File: src/rtl/control_unit_pipe_pkg.sv
// ----------------------------------------------------------------------------
// cu_pkg
// Shared definitions for the pipelined control unit: opcode encodings, the
// control word carried through the ID/EX register, the bubble (NOP) control
// word and the issue FSM state type.
// ----------------------------------------------------------------------------
package cu_pkg;

    // Opcode encodings of the legal instruction set
    localparam logic [5:0] OP_NOP  = 6'h00;
    localparam logic [5:0] OP_ADD  = 6'h01;
    localparam logic [5:0] OP_SUB  = 6'h02;
    localparam logic [5:0] OP_MUL  = 6'h03;
    localparam logic [5:0] OP_MOV  = 6'h04;
    localparam logic [5:0] OP_ADDI = 6'h09;
    localparam logic [5:0] OP_SUBI = 6'h0A;
    localparam logic [5:0] OP_MULI = 6'h0B;
    localparam logic [5:0] OP_MOVI = 6'h0C;
    localparam logic [5:0] OP_CMPI = 6'h0E;
    localparam logic [5:0] OP_AND  = 6'h11;
    localparam logic [5:0] OP_OR   = 6'h12;
    localparam logic [5:0] OP_XOR  = 6'h13;
    localparam logic [5:0] OP_CMP  = 6'h14;
    localparam logic [5:0] OP_ANDI = 6'h19;
    localparam logic [5:0] OP_ORI  = 6'h1A;
    localparam logic [5:0] OP_LDR  = 6'h29;
    localparam logic [5:0] OP_LEA  = 6'h2A;
    localparam logic [5:0] OP_STR  = 6'h2B;
    localparam logic [5:0] OP_JMP  = 6'h38;
    localparam logic [5:0] OP_JEQ  = 6'h39;
    localparam logic [5:0] OP_JNE  = 6'h3A;
    localparam logic [5:0] OP_JLT  = 6'h3B;
    localparam logic [5:0] OP_JGT  = 6'h3C;
    localparam logic [5:0] OP_JGE  = 6'h3D;
    localparam logic [5:0] OP_JLE  = 6'h3E;

    // Write-back source selection
    localparam logic [1:0] MTR_ALU = 2'b00;
    localparam logic [1:0] MTR_MEM = 2'b01;
    localparam logic [1:0] MTR_MOV = 2'b10;

    typedef struct packed {
        logic [1:0] imm_src;
        logic [4:0] alu_control;
        logic [1:0] mem_to_reg;
        logic       mem_write;
        logic       reg_write;
        logic       pc_src;
        logic       alu_src;
    } ctrl_word_t;

    // Control word of a bubble: no architectural side effect
    localparam ctrl_word_t CTRL_NOP = '{
        imm_src:     2'b00,
        alu_control: 5'b00000,
        mem_to_reg:  2'b00,
        mem_write:   1'b0,
        reg_write:   1'b0,
        pc_src:      1'b0,
        alu_src:     1'b0
    };

    typedef enum logic [0:0] {
        RUN      = 1'b0,
        MUL_BUSY = 1'b1
    } cu_state_e;

    // True for the multi-cycle multiply instructions
    function automatic logic is_mul_op(input logic [5:0] op);
        return (op == OP_MUL) || (op == OP_MULI);
    endfunction

endpackage

File: src/rtl/control_unit_pipe_if.sv
// ----------------------------------------------------------------------------
// control_unit_pipe_if
// Bundle between the IF/ID side of the pipeline and the control unit.
//   master : drives the ID instruction fields plus ex_stall/flush, observes
//            stall_id and the registered ID/EX control outputs
//   slave  : the control unit itself
// ----------------------------------------------------------------------------
interface control_unit_pipe_if #(
    parameter int REG_AW = 4
);
    logic              id_valid;
    logic [5:0]        opcode;
    logic [REG_AW-1:0] rs1;
    logic [REG_AW-1:0] rs2;
    logic [REG_AW-1:0] rd;
    logic              ex_stall;
    logic              flush;

    logic              stall_id;
    logic              ex_valid;
    logic [REG_AW-1:0] ex_rd;
    logic [1:0]        ex_imm_src;
    logic [4:0]        ex_alu_control;
    logic [1:0]        ex_mem_to_reg;
    logic              ex_mem_write;
    logic              ex_reg_write;
    logic              ex_pc_src;
    logic              ex_alu_src;
    logic              illegal_op;

    modport master (
        output id_valid, opcode, rs1, rs2, rd, ex_stall, flush,
        input  stall_id, ex_valid, ex_rd, ex_imm_src, ex_alu_control,
               ex_mem_to_reg, ex_mem_write, ex_reg_write, ex_pc_src,
               ex_alu_src, illegal_op
    );

    modport slave (
        input  id_valid, opcode, rs1, rs2, rd, ex_stall, flush,
        output stall_id, ex_valid, ex_rd, ex_imm_src, ex_alu_control,
               ex_mem_to_reg, ex_mem_write, ex_reg_write, ex_pc_src,
               ex_alu_src, illegal_op
    );
endinterface

File: src/rtl/control_unit_pipe_decode.sv
// ----------------------------------------------------------------------------
// cu_decode
// Pure combinational opcode decoder.
//   opcode : 6-bit instruction opcode
//   ctrl   : control word (CTRL_NOP for NOP and for undefined opcodes)
//   legal  : opcode belongs to the defined instruction set
// ----------------------------------------------------------------------------
module cu_decode
    import cu_pkg::*;
(
    input  logic [5:0] opcode,
    output ctrl_word_t ctrl,
    output logic       legal
);

    logic       legal_s;
    ctrl_word_t ctrl_s;

    // Legal-set lookup
    always_comb begin
        legal_s = 1'b0;
        case (opcode)
            OP_NOP, OP_ADD, OP_SUB, OP_MUL, OP_MOV,
            OP_ADDI, OP_SUBI, OP_MULI, OP_MOVI, OP_CMPI,
            OP_AND, OP_OR, OP_XOR, OP_CMP, OP_ANDI, OP_ORI,
            OP_LDR, OP_LEA, OP_STR,
            OP_JMP, OP_JEQ, OP_JNE, OP_JLT, OP_JGT, OP_JGE, OP_JLE:
                legal_s = 1'b1;
            default:
                legal_s = 1'b0;
        endcase
    end

    // Control-word fields follow directly from opcode bit groups
    always_comb begin
        ctrl_s = CTRL_NOP;
        if (legal_s && (opcode != OP_NOP)) begin
            ctrl_s.imm_src     = opcode[5:4];
            ctrl_s.alu_control = {opcode[5:4], opcode[2:0]};
            ctrl_s.alu_src     = opcode[3] | opcode[5];
            // Jumps (group 11) and stores never write the register file
            ctrl_s.reg_write   = (opcode[5:4] != 2'b11) && (opcode != OP_STR);
            ctrl_s.mem_write   = (opcode == OP_STR);
            ctrl_s.pc_src      = (opcode >= OP_JMP) && (opcode <= OP_JLE);
            if ((opcode == OP_MOV) || (opcode == OP_MOVI)) begin
                ctrl_s.mem_to_reg = MTR_MOV;
            end else if (opcode == OP_LDR) begin
                ctrl_s.mem_to_reg = MTR_MEM;
            end else begin
                ctrl_s.mem_to_reg = MTR_ALU;
            end
        end else begin
            ctrl_s = CTRL_NOP;
        end
    end

    assign ctrl  = ctrl_s;
    assign legal = legal_s;

endmodule

File: src/rtl/control_unit_pipe.sv
// ----------------------------------------------------------------------------
// control_unit_pipe
// Registered, hazard-aware control unit between IF/ID and EX. Decodes the ID
// opcode and issues the control word into the ID/EX register one cycle later,
// inserting bubbles for load-use hazards and multi-cycle MUL/MULI, and
// killing the ID instruction on a taken jump (flush).
//   clk, rst : clock (rising edge), asynchronous active-high reset
//   bus      : control_unit_pipe_if.slave -- ID fields, ex_stall, flush in;
//              stall_id (combinational) and registered ex_* / illegal_op out
// Parameters: REG_AW register-address width, MUL_LAT EX cycles per multiply,
//             HAZARD_EN enables the load-use interlock.
// ----------------------------------------------------------------------------
module control_unit_pipe
    import cu_pkg::*;
#(
    parameter int REG_AW    = 4,
    parameter int MUL_LAT   = 3,
    parameter int HAZARD_EN = 1
) (
    input  logic                clk,
    input  logic                rst,
    control_unit_pipe_if.slave  bus
);

    localparam int CNT_W = (MUL_LAT > 1) ? $clog2(MUL_LAT) : 1;
    localparam logic [CNT_W-1:0] CNT_LOAD = CNT_W'(MUL_LAT - 1);
    localparam logic [CNT_W-1:0] CNT_ONE  = CNT_W'(1);
    localparam logic [CNT_W-1:0] CNT_ZERO = {CNT_W{1'b0}};
    localparam logic [REG_AW-1:0] RD_ZERO = {REG_AW{1'b0}};

    cu_state_e         state_r, state_nxt_s;
    logic [CNT_W-1:0]  cnt_r, cnt_nxt_s;
    ctrl_word_t        ctrl_r, ctrl_nxt_s;
    logic              valid_r, valid_nxt_s;
    logic [REG_AW-1:0] rd_r, rd_nxt_s;
    logic              ill_r, ill_nxt_s;

    ctrl_word_t        dec_ctrl_s;
    logic              dec_legal_s;
    logic              is_mul_s;
    logic              load_use_s;
    logic              stall_id_s;

    cu_decode u_decode (
        .opcode (bus.opcode),
        .ctrl   (dec_ctrl_s),
        .legal  (dec_legal_s)
    );

    assign is_mul_s = dec_legal_s && is_mul_op(bus.opcode);

    // Load in EX whose destination is read by the instruction waiting in ID
    assign load_use_s = (HAZARD_EN != 0) && valid_r && (ctrl_r.mem_to_reg == MTR_MEM)
                        && bus.id_valid && ((rd_r == bus.rs1) || (rd_r == bus.rs2));

    // Front-end hold request; a flush releases the front end unconditionally
    always_comb begin
        stall_id_s = 1'b0;
        if (bus.flush) begin
            stall_id_s = 1'b0;
        end else if (bus.ex_stall) begin
            stall_id_s = 1'b1;
        end else if (state_r == MUL_BUSY) begin
            stall_id_s = 1'b1;
        end else if (load_use_s) begin
            stall_id_s = 1'b1;
        end else begin
            stall_id_s = 1'b0;
        end
    end

    // Next ID/EX contents and FSM transition, in priority order
    always_comb begin
        state_nxt_s = state_r;
        cnt_nxt_s   = cnt_r;
        ctrl_nxt_s  = ctrl_r;
        valid_nxt_s = valid_r;
        rd_nxt_s    = rd_r;
        ill_nxt_s   = ill_r;
        if (bus.flush) begin
            // Kill the ID instruction and abandon any multiply wait
            ctrl_nxt_s  = CTRL_NOP;
            valid_nxt_s = 1'b0;
            rd_nxt_s    = RD_ZERO;
            ill_nxt_s   = 1'b0;
            state_nxt_s = RUN;
            cnt_nxt_s   = CNT_ZERO;
        end else if (bus.ex_stall) begin
            // Downstream frozen: every register keeps its value
            state_nxt_s = state_r;
        end else if (state_r == MUL_BUSY) begin
            ctrl_nxt_s  = CTRL_NOP;
            valid_nxt_s = 1'b0;
            rd_nxt_s    = RD_ZERO;
            ill_nxt_s   = 1'b0;
            if (cnt_r <= CNT_ONE) begin
                state_nxt_s = RUN;
                cnt_nxt_s   = CNT_ZERO;
            end else begin
                cnt_nxt_s   = cnt_r - CNT_ONE;
            end
        end else if (load_use_s || !bus.id_valid) begin
            ctrl_nxt_s  = CTRL_NOP;
            valid_nxt_s = 1'b0;
            rd_nxt_s    = RD_ZERO;
            ill_nxt_s   = 1'b0;
        end else if (dec_legal_s) begin
            ctrl_nxt_s  = dec_ctrl_s;
            valid_nxt_s = 1'b1;
            rd_nxt_s    = bus.rd;
            ill_nxt_s   = 1'b0;
            // The multiply occupies EX for MUL_LAT cycles; the first is this issue
            if (is_mul_s && (MUL_LAT > 1)) begin
                state_nxt_s = MUL_BUSY;
                cnt_nxt_s   = CNT_LOAD;
            end else begin
                state_nxt_s = RUN;
            end
        end else begin
            // Undefined opcode: issue nothing, flag it for one cycle
            ctrl_nxt_s  = CTRL_NOP;
            valid_nxt_s = 1'b0;
            rd_nxt_s    = RD_ZERO;
            ill_nxt_s   = 1'b1;
        end
    end

    // ID/EX register, FSM state and multiply counter
    always_ff @(posedge clk or posedge rst) begin
        if (rst) begin
            state_r <= RUN;
            cnt_r   <= CNT_ZERO;
            ctrl_r  <= CTRL_NOP;
            valid_r <= 1'b0;
            rd_r    <= RD_ZERO;
            ill_r   <= 1'b0;
        end else begin
            state_r <= state_nxt_s;
            cnt_r   <= cnt_nxt_s;
            ctrl_r  <= ctrl_nxt_s;
            valid_r <= valid_nxt_s;
            rd_r    <= rd_nxt_s;
            ill_r   <= ill_nxt_s;
        end
    end

    assign bus.stall_id       = stall_id_s;
    assign bus.ex_valid       = valid_r;
    assign bus.ex_rd          = rd_r;
    assign bus.ex_imm_src     = ctrl_r.imm_src;
    assign bus.ex_alu_control = ctrl_r.alu_control;
    assign bus.ex_mem_to_reg  = ctrl_r.mem_to_reg;
    assign bus.ex_mem_write   = ctrl_r.mem_write;
    assign bus.ex_reg_write   = ctrl_r.reg_write;
    assign bus.ex_pc_src      = ctrl_r.pc_src;
    assign bus.ex_alu_src     = ctrl_r.alu_src;
    assign bus.illegal_op     = ill_r;

endmodule
File: src/flat_wrapper.sv
// flat-port wrapper written by rule: the top's interface ports become plain ports
module control_unit_pipe_flat import cu_pkg::*;
#(
    parameter int REG_AW    = 4,
    parameter int MUL_LAT   = 3,
    parameter int HAZARD_EN = 1
)
  (clk, rst, bus_id_valid, bus_opcode, bus_rs1, bus_rs2, bus_rd, bus_ex_stall, bus_flush, bus_stall_id, bus_ex_valid, bus_ex_rd, bus_ex_imm_src, bus_ex_alu_control, bus_ex_mem_to_reg, bus_ex_mem_write, bus_ex_reg_write, bus_ex_pc_src, bus_ex_alu_src, bus_illegal_op);
  control_unit_pipe_if #(.REG_AW(REG_AW)) bus_i ();
  input  logic clk;
  input  logic rst;
  input wire logic [$bits(bus_i.id_valid)-1:0] bus_id_valid;
  input wire logic [$bits(bus_i.opcode)-1:0] bus_opcode;
  input wire logic [$bits(bus_i.rs1)-1:0] bus_rs1;
  input wire logic [$bits(bus_i.rs2)-1:0] bus_rs2;
  input wire logic [$bits(bus_i.rd)-1:0] bus_rd;
  input wire logic [$bits(bus_i.ex_stall)-1:0] bus_ex_stall;
  input wire logic [$bits(bus_i.flush)-1:0] bus_flush;
  output wire logic [$bits(bus_i.stall_id)-1:0] bus_stall_id;
  output wire logic [$bits(bus_i.ex_valid)-1:0] bus_ex_valid;
  output wire logic [$bits(bus_i.ex_rd)-1:0] bus_ex_rd;
  output wire logic [$bits(bus_i.ex_imm_src)-1:0] bus_ex_imm_src;
  output wire logic [$bits(bus_i.ex_alu_control)-1:0] bus_ex_alu_control;
  output wire logic [$bits(bus_i.ex_mem_to_reg)-1:0] bus_ex_mem_to_reg;
  output wire logic [$bits(bus_i.ex_mem_write)-1:0] bus_ex_mem_write;
  output wire logic [$bits(bus_i.ex_reg_write)-1:0] bus_ex_reg_write;
  output wire logic [$bits(bus_i.ex_pc_src)-1:0] bus_ex_pc_src;
  output wire logic [$bits(bus_i.ex_alu_src)-1:0] bus_ex_alu_src;
  output wire logic [$bits(bus_i.illegal_op)-1:0] bus_illegal_op;
  assign bus_i.id_valid = bus_id_valid;
  assign bus_i.opcode = bus_opcode;
  assign bus_i.rs1 = bus_rs1;
  assign bus_i.rs2 = bus_rs2;
  assign bus_i.rd = bus_rd;
  assign bus_i.ex_stall = bus_ex_stall;
  assign bus_i.flush = bus_flush;
  assign bus_stall_id = bus_i.stall_id;
  assign bus_ex_valid = bus_i.ex_valid;
  assign bus_ex_rd = bus_i.ex_rd;
  assign bus_ex_imm_src = bus_i.ex_imm_src;
  assign bus_ex_alu_control = bus_i.ex_alu_control;
  assign bus_ex_mem_to_reg = bus_i.ex_mem_to_reg;
  assign bus_ex_mem_write = bus_i.ex_mem_write;
  assign bus_ex_reg_write = bus_i.ex_reg_write;
  assign bus_ex_pc_src = bus_i.ex_pc_src;
  assign bus_ex_alu_src = bus_i.ex_alu_src;
  assign bus_illegal_op = bus_i.illegal_op;
  control_unit_pipe #(.REG_AW(REG_AW), .MUL_LAT(MUL_LAT), .HAZARD_EN(HAZARD_EN)) u_core (.clk(clk), .rst(rst), .bus(bus_i));
endmodule
File: config.mk
export PLATFORM = sky130hd
export DESIGN_NAME = control_unit_pipe_flat
export DESIGN_NICKNAME = d
export VERILOG_FILES = /design/src/rtl/control_unit_pipe_pkg.sv /design/src/rtl/control_unit_pipe_if.sv /design/src/rtl/control_unit_pipe_decode.sv /design/src/rtl/control_unit_pipe.sv /design/src/flat_wrapper.sv
export SDC_FILE = /design/constraint.sdc
export NUM_CORES = 1
export LEC_CHECK = 0
export ABC_AREA = 1
export CAP_MARGIN = 40
export CORE_MARGIN = 2
export CORE_UTILIZATION = 49
export CTS_CLUSTER_DIAMETER = 150
export CTS_CLUSTER_SIZE = 24
export DETAILED_ROUTE_END_ITERATION = 16
export PLACE_DENSITY = 0.82
export SYNTH_ARGS = -nofsm -noshare
export SYNTH_HDL_FRONTEND = slang
export SYNTH_SLANG_ARGS = --single-unit
File: constraint.sdc
create_clock -name clk -period 3.8 [get_ports clk]
set_clock_uncertainty 0.2 [all_clocks]
set_input_delay 0.38 -clock clk [delete_from_list [all_inputs] [get_ports clk]]
set_output_delay 0.38 -clock clk [all_outputs]
set_load 0.01 [all_outputs]
* Yosys cells after proc, flatten, opt, wreduce, memory -nomap -nowiden *
Memory sizes are Yosys's and may differ from the RTL's.
Cells that the tools add are included.

word-level totals
  ROM bits = 64
  bits of input ports = 23
  flip-flop bits (word level) = 22
  output and inout bits = 20
  memories = 1

memories
  memory            depth  bits a word  rd ports  clocked after Yosys merged registers in  write ports  RTL line                        source
  (name not given)  64     1            1         0                                        0            control_unit_pipe_decode.sv:22  case (opcode)

operators by class
  add/subtract/negate cells = 1
  mux-type cells = 41
  bitwise logic cells = 1
  reduce and logical (&&, ||, !) cells = 16
  equal/unequal tests = 13
  $lt $le $gt $ge = 3

operators by type and width
  operator               number
  $mux W13               6
  $mux W1                22
  $mux W4                5
  $mux W2                8
  $eq A6 B4 Y1 const B   2
  $eq A6 B6 Y1 const B   2
  $eq A4 B4 Y1           2
  $logic_and A1 B1 Y1    7
  $eq A6 B2 Y1 const B   1
  $eq A6 B3 Y1 const B   1
  $ge A6 B6 Y1 const B   1
  $le A6 B6 Y1 const B   1
  $ne A6 B6 Y1 const B   1
  $reduce_bool A3 Y1     2
  $reduce_bool A6 Y1     1
  $logic_or A1 B1 Y1     4
  $reduce_and A4 Y1      1
  $ne A3 B2 Y1 const B   1
  $eq A2 B1 Y1 const B   1
  $le A2 B1 Y1 const B   1
  $ne A2 B1 Y1 const B   1
  $ne A2 B2 Y1 const B   1
  $sub A2 B1 Y2 const B  1
  $logic_not A1 Y1       1
  $or A1 B1 Y1           1

* Longest topological paths before layout *
Gate-level depths: netlist (run 1).

  depth after elaboration = 9
  gate-level depth with buffers = 15
  gate-level depth less buffers = 15

* By module *
Synthesis (run 1) repeated with hierarchy kept, for this count alone.

unflattened totals
  cells, all modules = 208
  area total of the unflattened synthesis = 1492.7 µm²

by module, submodules not included
  module             cells an instance  instances  seq. area each (µm²)  area an instance (µm²)
  control_unit_pipe  154                1          550.5                 1184.9
  cu_decode          54                 1          0.0                   307.8

* Least setup slack after synthesis (run 1) *
OpenSTA, ideal clock, no wires.

  path kind = input to register
  from = input port bus_opcode[1]
  to = register u_core.cnt_r[1]
  path slack = 1.856 ns
  arrival time = 1.627 ns
  setup time = 0.116 ns
  stages on the path = 14
  buffers on the path = 0
  path through = inv_1 > ha_1 > inv_1 > ha_1 > nor2_1 > nor2_1 > nand3_1 > nand3_2 > nor2_2 > nand3_2 > nand2_2 > nand2_2 > nand2_1 > nand2_1

on the way
  word-level cells in the longest chain between the ends = 5
  elaborated cells between the ends (all ways) = 8

ends and longest elaborated chain
  element                                                                 RTL line                  source
  from (decl)                                                             flat_wrapper.sv:13        input wire logic [$bits(bus_i.opcode)-1:0] bus_opcode;
  parallel branches: the longest is 4 deep, another holds $mem_v2 Z64 W1  n/a
  $reduce_and A4 Y1 (no source line) *                                    n/a
  to (signal assigned)                                                    control_unit_pipe.sv:139  cnt_r <= cnt_nxt_s;
  to (decl)                                                               control_unit_pipe.sv:32   logic [CNT_W-1:0] cnt_r, cnt_nxt_s;

Mark *: on every way between the ends.
A chain may end at the register's enable or synchronous reset.

* Worst setup path in the final report (run 1) *
  from = input port bus_rs1[2]
  to = output port bus_stall_id

on the way
  word-level cells in the longest chain between the ends = 7

ends and longest elaborated chain
  element              RTL line                 source
  from (decl)          flat_wrapper.sv:14       input wire logic [$bits(bus_i.rs1)-1:0] bus_rs1;
  $eq A4 B4 Y1         control_unit_pipe.sv:54  && bus.id_valid && ((rd_r == bus.rs1) || (rd_r == bus.rs2));
  $logic_or A1 B1 Y1   control_unit_pipe.sv:54
  $logic_and A1 B1 Y1  control_unit_pipe.sv:54
  $mux W1              control_unit_pipe.sv:65  end else if (load_use_s) begin
  $mux W1              control_unit_pipe.sv:63  end else if (state_r == MUL_BUSY) begin
  $mux W1              control_unit_pipe.sv:61  end else if (bus.ex_stall) begin
  $mux W1              control_unit_pipe.sv:59  if (bus.flush) begin
  to (decl)            flat_wrapper.sv:19       output wire logic [$bits(bus_i.stall_id)-1:0] bus_stall_id;

No other way between the ends.

==> results.yml, run 1 <==
run_status:
  status: "finished, final reports clean"
route:
  wl_per_cell_um: 12.8
  drc: 0
  firstDrtPassIters: 4
  vias_per_cell: 5.17
  wl_mm: 3.31
  drt_iter0_drc: 82
  vias: 1340
  ant_nets: 0
setup_path:
  cp_max_fo: 2
  r2r_start: "u_core.bus.ex_rd[0]$_DFFE_PP0N_"
  startpoint: "bus_rs1[2]"
  path_buf_inv: 3
  rr_endpoint: "u_core.bus.ex_rd[2]$_DFFE_PP0N_"
  endpoint_kind: "output port"
  r2r_cells: 9
  path_cells: "clkdlybuf4s50_1, inv_1, nand2_1, nand2_1, nor2_1, nand2_1, nand2_2, nand2_1, a31oi_1, clkdlybuf4s50_1"
  cp_top_family: "buffers and inverters"
  cp-start-kind: "input pin"
  required_ns: 3.22
  crit_path_max_incr_delay_ns: 0.55
  slowest_stage: "clkdlybuf4s50_1"
  path_common_cell: "nand2_1"
  cp.arrival_ns: 2.09
  reg2reg_slack_ns: 2.07
  crit_type: "in -> out"
final_layout:
  largest_register_ffs: 5
  drive_above_1_share_pct: 11.8
  design_area_mm2: 0.00180
  diodes: 0
  layout.nets: 258
  area_growth_pct: 35.2
  final_util_pct: 71.3
logic_synthesis:
  avgSynthCellArea_um2: 7.11
  seq_area_frac_synth_pct: 37.6
  synth_area_leaders: "dfrtp_1, nand2_1, inv_1"
  synth_cell_types: 24
  ys_warn_count: 0
  syn_inst: 187
  synth_largest_area_cell: "dfrtp_1"
  synth.ff_latch_count: 20
  synth.top_cell.area_share_pct: 37.6
  synth_nets: 215
  syn_area_mm2: 0.00133
sta:
  final.setup.worst_slack_ns: 1.13
  final-hold-violation-count: 0
  drv_slew: 0
  setup-tns-final_ns: 0
  max_freq_mhz: 375
  final_min_period_over_clock_period_pct: 70.2
  setup_viol: 0
  relSlewSlack_pct: 49.3
  min_period_ns: 2.67
  rsz0062_at_grt: "no"
  worst_slew_pin_slew_ns: 0.760
global_routing:
  use_met2_pct: 40.0
  gr-usage-met1_pct: 26.2
  busiest_layer: "met2"
  use_met3_pct: 2.09
  track_usage_pct: 21.8
  grt_pass1_wl_mm: 5.53
  grt_overflow: 0
  grt_max_degree: 21
  grt_antenna_before_repair: 0
  first_global_vias: 1303
placement:
  dp_hpwl_mm: 2.65
  post-place-ws_ns: 1.09
  gp_congestion: 0.813
  placed_area_mm2: 0.00176
  io_buffers: 42
power_and_ir_drop:
  share_comb_of_total_power_pct: 23.8
  p_int_w: 0.000328
  sw_frac_of_total_pct: 28.7
  worst_ir_drop_vdd_uv: 184
  p_leak_nw: 0.875
  power_density_mw_per_mm2: 256
  p_sw_w: 0.000132
  clkPwrFrac_pct: 27.4
  pwr-share-seq_pct: 48.7
clock_network:
  post-cts-setup-buffers: 0
  clock-sinks: 20
  cts.repair.resized: 0
  clk_pin_slew_ns: 0.12
  cts_tree: "done"
  clock_latency_ns: 0.30
  cts-root-buf: "clkbuf_4"
  h-tree-depth: 1
  cts_hold_buffers: 0
  numCtsBuffers: 3
  clock_path_buffers: 2
floorplanning:
  die_x_um: 56.1
  die-area_mm2: 0.00315
  start_util_pct: 52.7
  core.rowCount: 18
  boundaryPins: 43
  die_h_um: 56.1
  core_area_mm2: 0.00252
min_path:
  whs_endpoint: "u_core.cnt_r[0]$_DFFE_PP0P_"
  min_path_type: "reg -> reg"
  hp-start: "u_core.cnt_r[0]$_DFFE_PP0P_"
  hold_depth: 2
run:
  drv_cap: 0
## synth_stat cells
master,n
nand4_1,2
nor2_2,4
inv_2,8
dfrtp_1,20
nor3_1,3
o21ai_2,2
ha_1,5
nand2_2,3
a21oi_1,1
nand3_4,1
nand2_1,53
clkbuf_1,1
buf_4,4
o21ai_0,6
nand3_2,3
a31oi_1,1
nand3_1,17
a21boi_4,1
a2bb2oi_1,1
o2111ai_1,1
inv_1,27
o22ai_1,6
o21ai_1,2
nor2_1,15
## layout make-up
| cell class | count | area [um^2] |
|---|---|---|
| clock buffers | 4 | 36.3 |
| fillers | 213 | 724 |
| inverters | 35 | 131 |
| multi-input cells | 127 | 664 |
| flip-flops and latches | 20 | 500 |
| well taps | 30 | 37.5 |
| repair buffers | 43 | 428 |
## logic make-up after synthesis
kind of cell	Yosys count	synth area share [%]
AO/OA/AOI/OAI	21	10.7
adder cells (fa/ha/maj)	5	4.70
buffers and inverters	40	12.4
AND/OR/NAND/NOR	101	34.5
flip-flops	20	37.6
## metal layers
layer  share of wire [%]  vias to the layer above  wire length, um
met2                  48                       57             1600
li1                    -                      673                -
met1                  43                      599             1430
met3                 6.3                       11              208
met5                   0                        -                0
met4                 2.1                        0               70
## metrics by stage
step	hold WS, ns	total power [W]	cells
floorplan	0.144	0.000285	187
global placement	0.256	0.000334	255
detailed placement	0.267	0.000338	255
finish	0.292	0.000460	259
CTS	0.296	0.000463	259
global route	0.328	0.000480	259
## how the worst max path moves through the flow
stage / end / slack, ns / depth (start not counted)
floorplan: u_core.cnt_r[1]$_DFFE_PP0P_ / 1.86 / 14
global placement: bus_stall_id / 1.15 / 10
detailed placement: u_core.cnt_r[0]$_DFFE_PP0P_ / 1.09 / 15
CTS: bus_stall_id / 1.13 / 10
global route: bus_stall_id / 1.0 / 10
finish: bus_stall_id / 1.13 / 10
## power by group through the flow
stage / Clock (W) / Combinational (W) / Sequential [W]
2_1_floorplan: 0 / 0.0000549 / 0.000230
3_3_place_gp: 0 / 0.000107 / 0.000228
3_5_place_dp: 0 / 0.000109 / 0.000228
4_1_cts: 0.000128 / 0.000110 / 0.000224
5_1_grt: 0.000133 / 0.000121 / 0.000225
6_report: 0.000126 / 0.000110 / 0.000224
## worst register-to-register path, cell delays in order (launching register included)
cell      delay (ns)
dfrtp_1         0.43
inv_2           0.08
nand2_1         0.06
nand2_1         0.07
nor2_1          0.04
nand2_1         0.07
nand2_2         0.08
a21boi_4        0.29
nand3_4         0.19
o22ai_1         0.16
## layout by cell type (no fill, tap or decap)
cell type,n
nor2_2,4
inv_1,27
nand4_1,2
clkbuf_8,1
o21ai_0,6
nor3_1,3
o2111ai_1,1
buf_4,1
clkdlybuf4s50_1,42
a31oi_1,1
a21oi_1,1
ha_1,5
nand2_1,53
o21ai_1,2
dfrtp_1,20
nand3_1,17
o22ai_1,6
nand3_4,1
nor2_1,15
clkbuf_4,3
a21boi_4,1
o21ai_2,2
inv_2,8
nand3_2,3
nand2_2,3
a2bb2oi_1,1
Note: power is estimated with default switching activity, not from simulation.
==> inputs of run 2 (changes only) <==
--- a/config.mk
+++ b/config.mk
@@ -8,11 +8,11 @@
 export ABC_AREA = 1
 export CAP_MARGIN = 40
 export CORE_MARGIN = 2
-export CORE_UTILIZATION = 49
+export CORE_UTILIZATION = 46
 export CTS_CLUSTER_DIAMETER = 150
 export CTS_CLUSTER_SIZE = 24
 export DETAILED_ROUTE_END_ITERATION = 16
-export PLACE_DENSITY = 0.82
+export PLACE_DENSITY = 0.78
 export SYNTH_ARGS = -nofsm -noshare
 export SYNTH_HDL_FRONTEND = slang
 export SYNTH_SLANG_ARGS = --single-unit
==> constraint.sdc (replaced) <==
create_clock -name clk -period 2.55 [get_ports clk]
set_clock_uncertainty 0.2 [all_clocks]
set_input_delay 0.255 -clock clk [delete_from_list [all_inputs] [get_ports clk]]
set_output_delay 0.255 -clock clk [all_outputs]
set_load 0.01 [all_outputs]
==> run 2 against run 1 <==
Design area increased by 4.4%. Non-clock buffer count grew 10. Register-to-register slack got worse by 1.2 ns. Final cell count is 4.2% higher. Largest cell class unchanged.
==> results.yml, run 2 (synthesis results as in run 1) <==
power_and_ir_drop:
  pwr-share-seq_pct: 48.4
  clkPwrFrac_pct: 27.0
  share_comb_of_total_power_pct: 24.6
  p_int_w: 0.000496
  p_leak_nw: 0.937
  p_sw_w: 0.000193
  sw_frac_of_total_pct: 28.1
  worst_ir_drop_vdd_uv: 273
  power_density_mw_per_mm2: 367
setup_path:
  reg2reg_slack_ns: 0.87
  cp.arrival_ns: 2.10
  crit_type: "in -> reg"
  endpoint_kind: "flip-flop"
  cp-start-kind: "input pin"
  cp_max_fo: 4
  required_ns: 2.55
  r2r_cells: 9
final_layout:
  register_area_um2: 500
  largest_register_ffs: 5
  layout.nets: 268
  nFillCells: 245
  instances_no_fill: 270
  diodes: 0
  multiInputGateArea_um2: 664
  mostFrequentLayoutCells: "nand2_1, clkdlybuf4s50_1, inv_1, dfrtp_1, nand3_1"
  area_growth_pct: 41.1
  mostFrequentLayoutCell: "nand2_1"
  drive_above_1_share_pct: 15.5
floorplanning:
  die_x_um: 57.8
  start_util_pct: 48.2
  core.rowCount: 19
  core_area_mm2: 0.00276
  die_h_um: 57.8
  die-area_mm2: 0.00334
  boundaryPins: 43
global_routing:
  grt_overflow: 0
  grt_antenna_before_repair: 0
  grt_pass1_wl_mm: 5.24
  use_met3_pct: 2.46
  track_usage_pct: 19.9
  first_global_vias: 1225
  busiest_layer: "met2"
  grt_max_degree: 21
  use_met2_pct: 33.4
  gr-usage-met1_pct: 26.3
min_path:
  min_path_type: "in -> async"
clock_network:
  clk_pin_slew_ns: 0.12
  numCtsBuffers: 3
  clock-sinks: 20
  cts-root-buf: "clkbuf_4"
  clock_path_buffers: 2
  cts_tree: "done"
  h-tree-depth: 1
  clock_latency_ns: 0.30
route:
  drt_iter0_drc: 60
  drc: 0
  firstDrtPassIters: 4
  ant_nets: 0
  vias: 1361
  wl_mm: 3.04
  wl_per_cell_um: 11.2
  vias_per_cell: 5.04
sta:
  min_period_ns: 2.09
  drv_slew: 0
  worst_slew_pin_slew_ns: 0.756
  relSlewSlack_pct: 49.6
  final_min_period_over_clock_period_pct: 82.0
  rsz0062_at_grt: "no"
  max_freq_mhz: 478
  setup-tns-final_ns: 0
  setup_viol: 0
  timing.hold.ws_ns: 0.173
  final-hold-violation-count: 0
  final.setup.worst_slack_ns: 0.458
run_status:
  status: "finished, final reports clean"
placement:
  post-place-ws_ns: 0.121
  gp_congestion: 0.947
  dp_hpwl_mm: 2.40
  dpl.cell_count: 265
  io_buffers: 42
run:
  drv_cap: 0
-- run 2: timing repair --
action / in CTS / in global routing
gates resized for setup: 0 / 1
buffers inserted: 0 / 1
endpoints found under the setup margin: 0 / 1
hold endpoints to repair: 0 / 0
hold buffers: 0 / 0
-- run 2: power groups by stage --
stage	Clock, W	Combinational, W	Sequential (W)
floorplan	0	0.0000818	0.000343
global placement	0	0.000168	0.000340
detailed placement	0	0.000169	0.000340
CTS	0.000190	0.000170	0.000333
global route	0.000210	0.000190	0.000335
finish	0.000186	0.000169	0.000333
-- run 2: per-layer routing --
| layer | wire length (um) | up-vias | share of wire, % |
|---|---|---|---|
| li1 | - | 694 | - |
| met3 | 154 | 2 | 5.1 |
| met1 | 1380 | 622 | 45 |
| met2 | 1480 | 43 | 49 |
| met4 | 27 | 0 | 0.89 |
| met5 | 0 | - | 0 |
-- run 2: through the flow --
stage | power [W] | instance area [um^2] | utilization [%]
3_3_place_gp | 0.000508 | 1830 | 66.4
2_1_floorplan | 0.000424 | 1330 | -
5_1_grt | 0.000734 | 1880 | 68.1
6_report | 0.000689 | 1880 | 68.1
3_5_place_dp | 0.000509 | 1830 | 66.4
4_1_cts | 0.000693 | 1870 | 67.7
-- run 2: worst max-delay path, stage by stage --
cell and delay, ns:
clkdlybuf4s50_1 0.47, inv_1 0.05, ha_1 0.20, inv_1 0.07, ha_1 0.22, nor2_1 0.09, nor2_1 0.05, nand3_1 0.08
nand3_2 0.13, nor2_2 0.13, nand3_2 0.09, nand2_2 0.09, nand2_2 0.05, nand2_1 0.07, nand2_1 0.04
-- run 2: final timing paths --
path,start,endpoint
min reg2reg,u_core.cnt_r[0]$_DFFE_PP0P_,u_core.cnt_r[0]$_DFFE_PP0P_
min,rst,u_core.bus.ex_reg_write$_DFFE_PP0N_
max reg2reg,u_core.bus.ex_rd[1]$_DFFE_PP0N_,u_core.bus.ex_alu_control[3]$_DFFE_PP0N_
max in group asynchronous,rst,u_core.bus.ex_mem_to_reg[1]$_DFFE_PP0N_
min in group clk,u_core.cnt_r[0]$_DFFE_PP0P_,u_core.cnt_r[0]$_DFFE_PP0P_
max,bus_opcode[0],u_core.cnt_r[0]$_DFFE_PP0P_
-- run 2: final cells by class --
type | instances | area share (%)
Multi-Input combinational cell | 127 | 35.4
Timing Repair Buffer | 53 | 26.9
Sequential cell | 20 | 26.7
Inverter | 35 | 7.00
Tap cell | 31 | 2.07
Clock buffer | 4 | 1.93
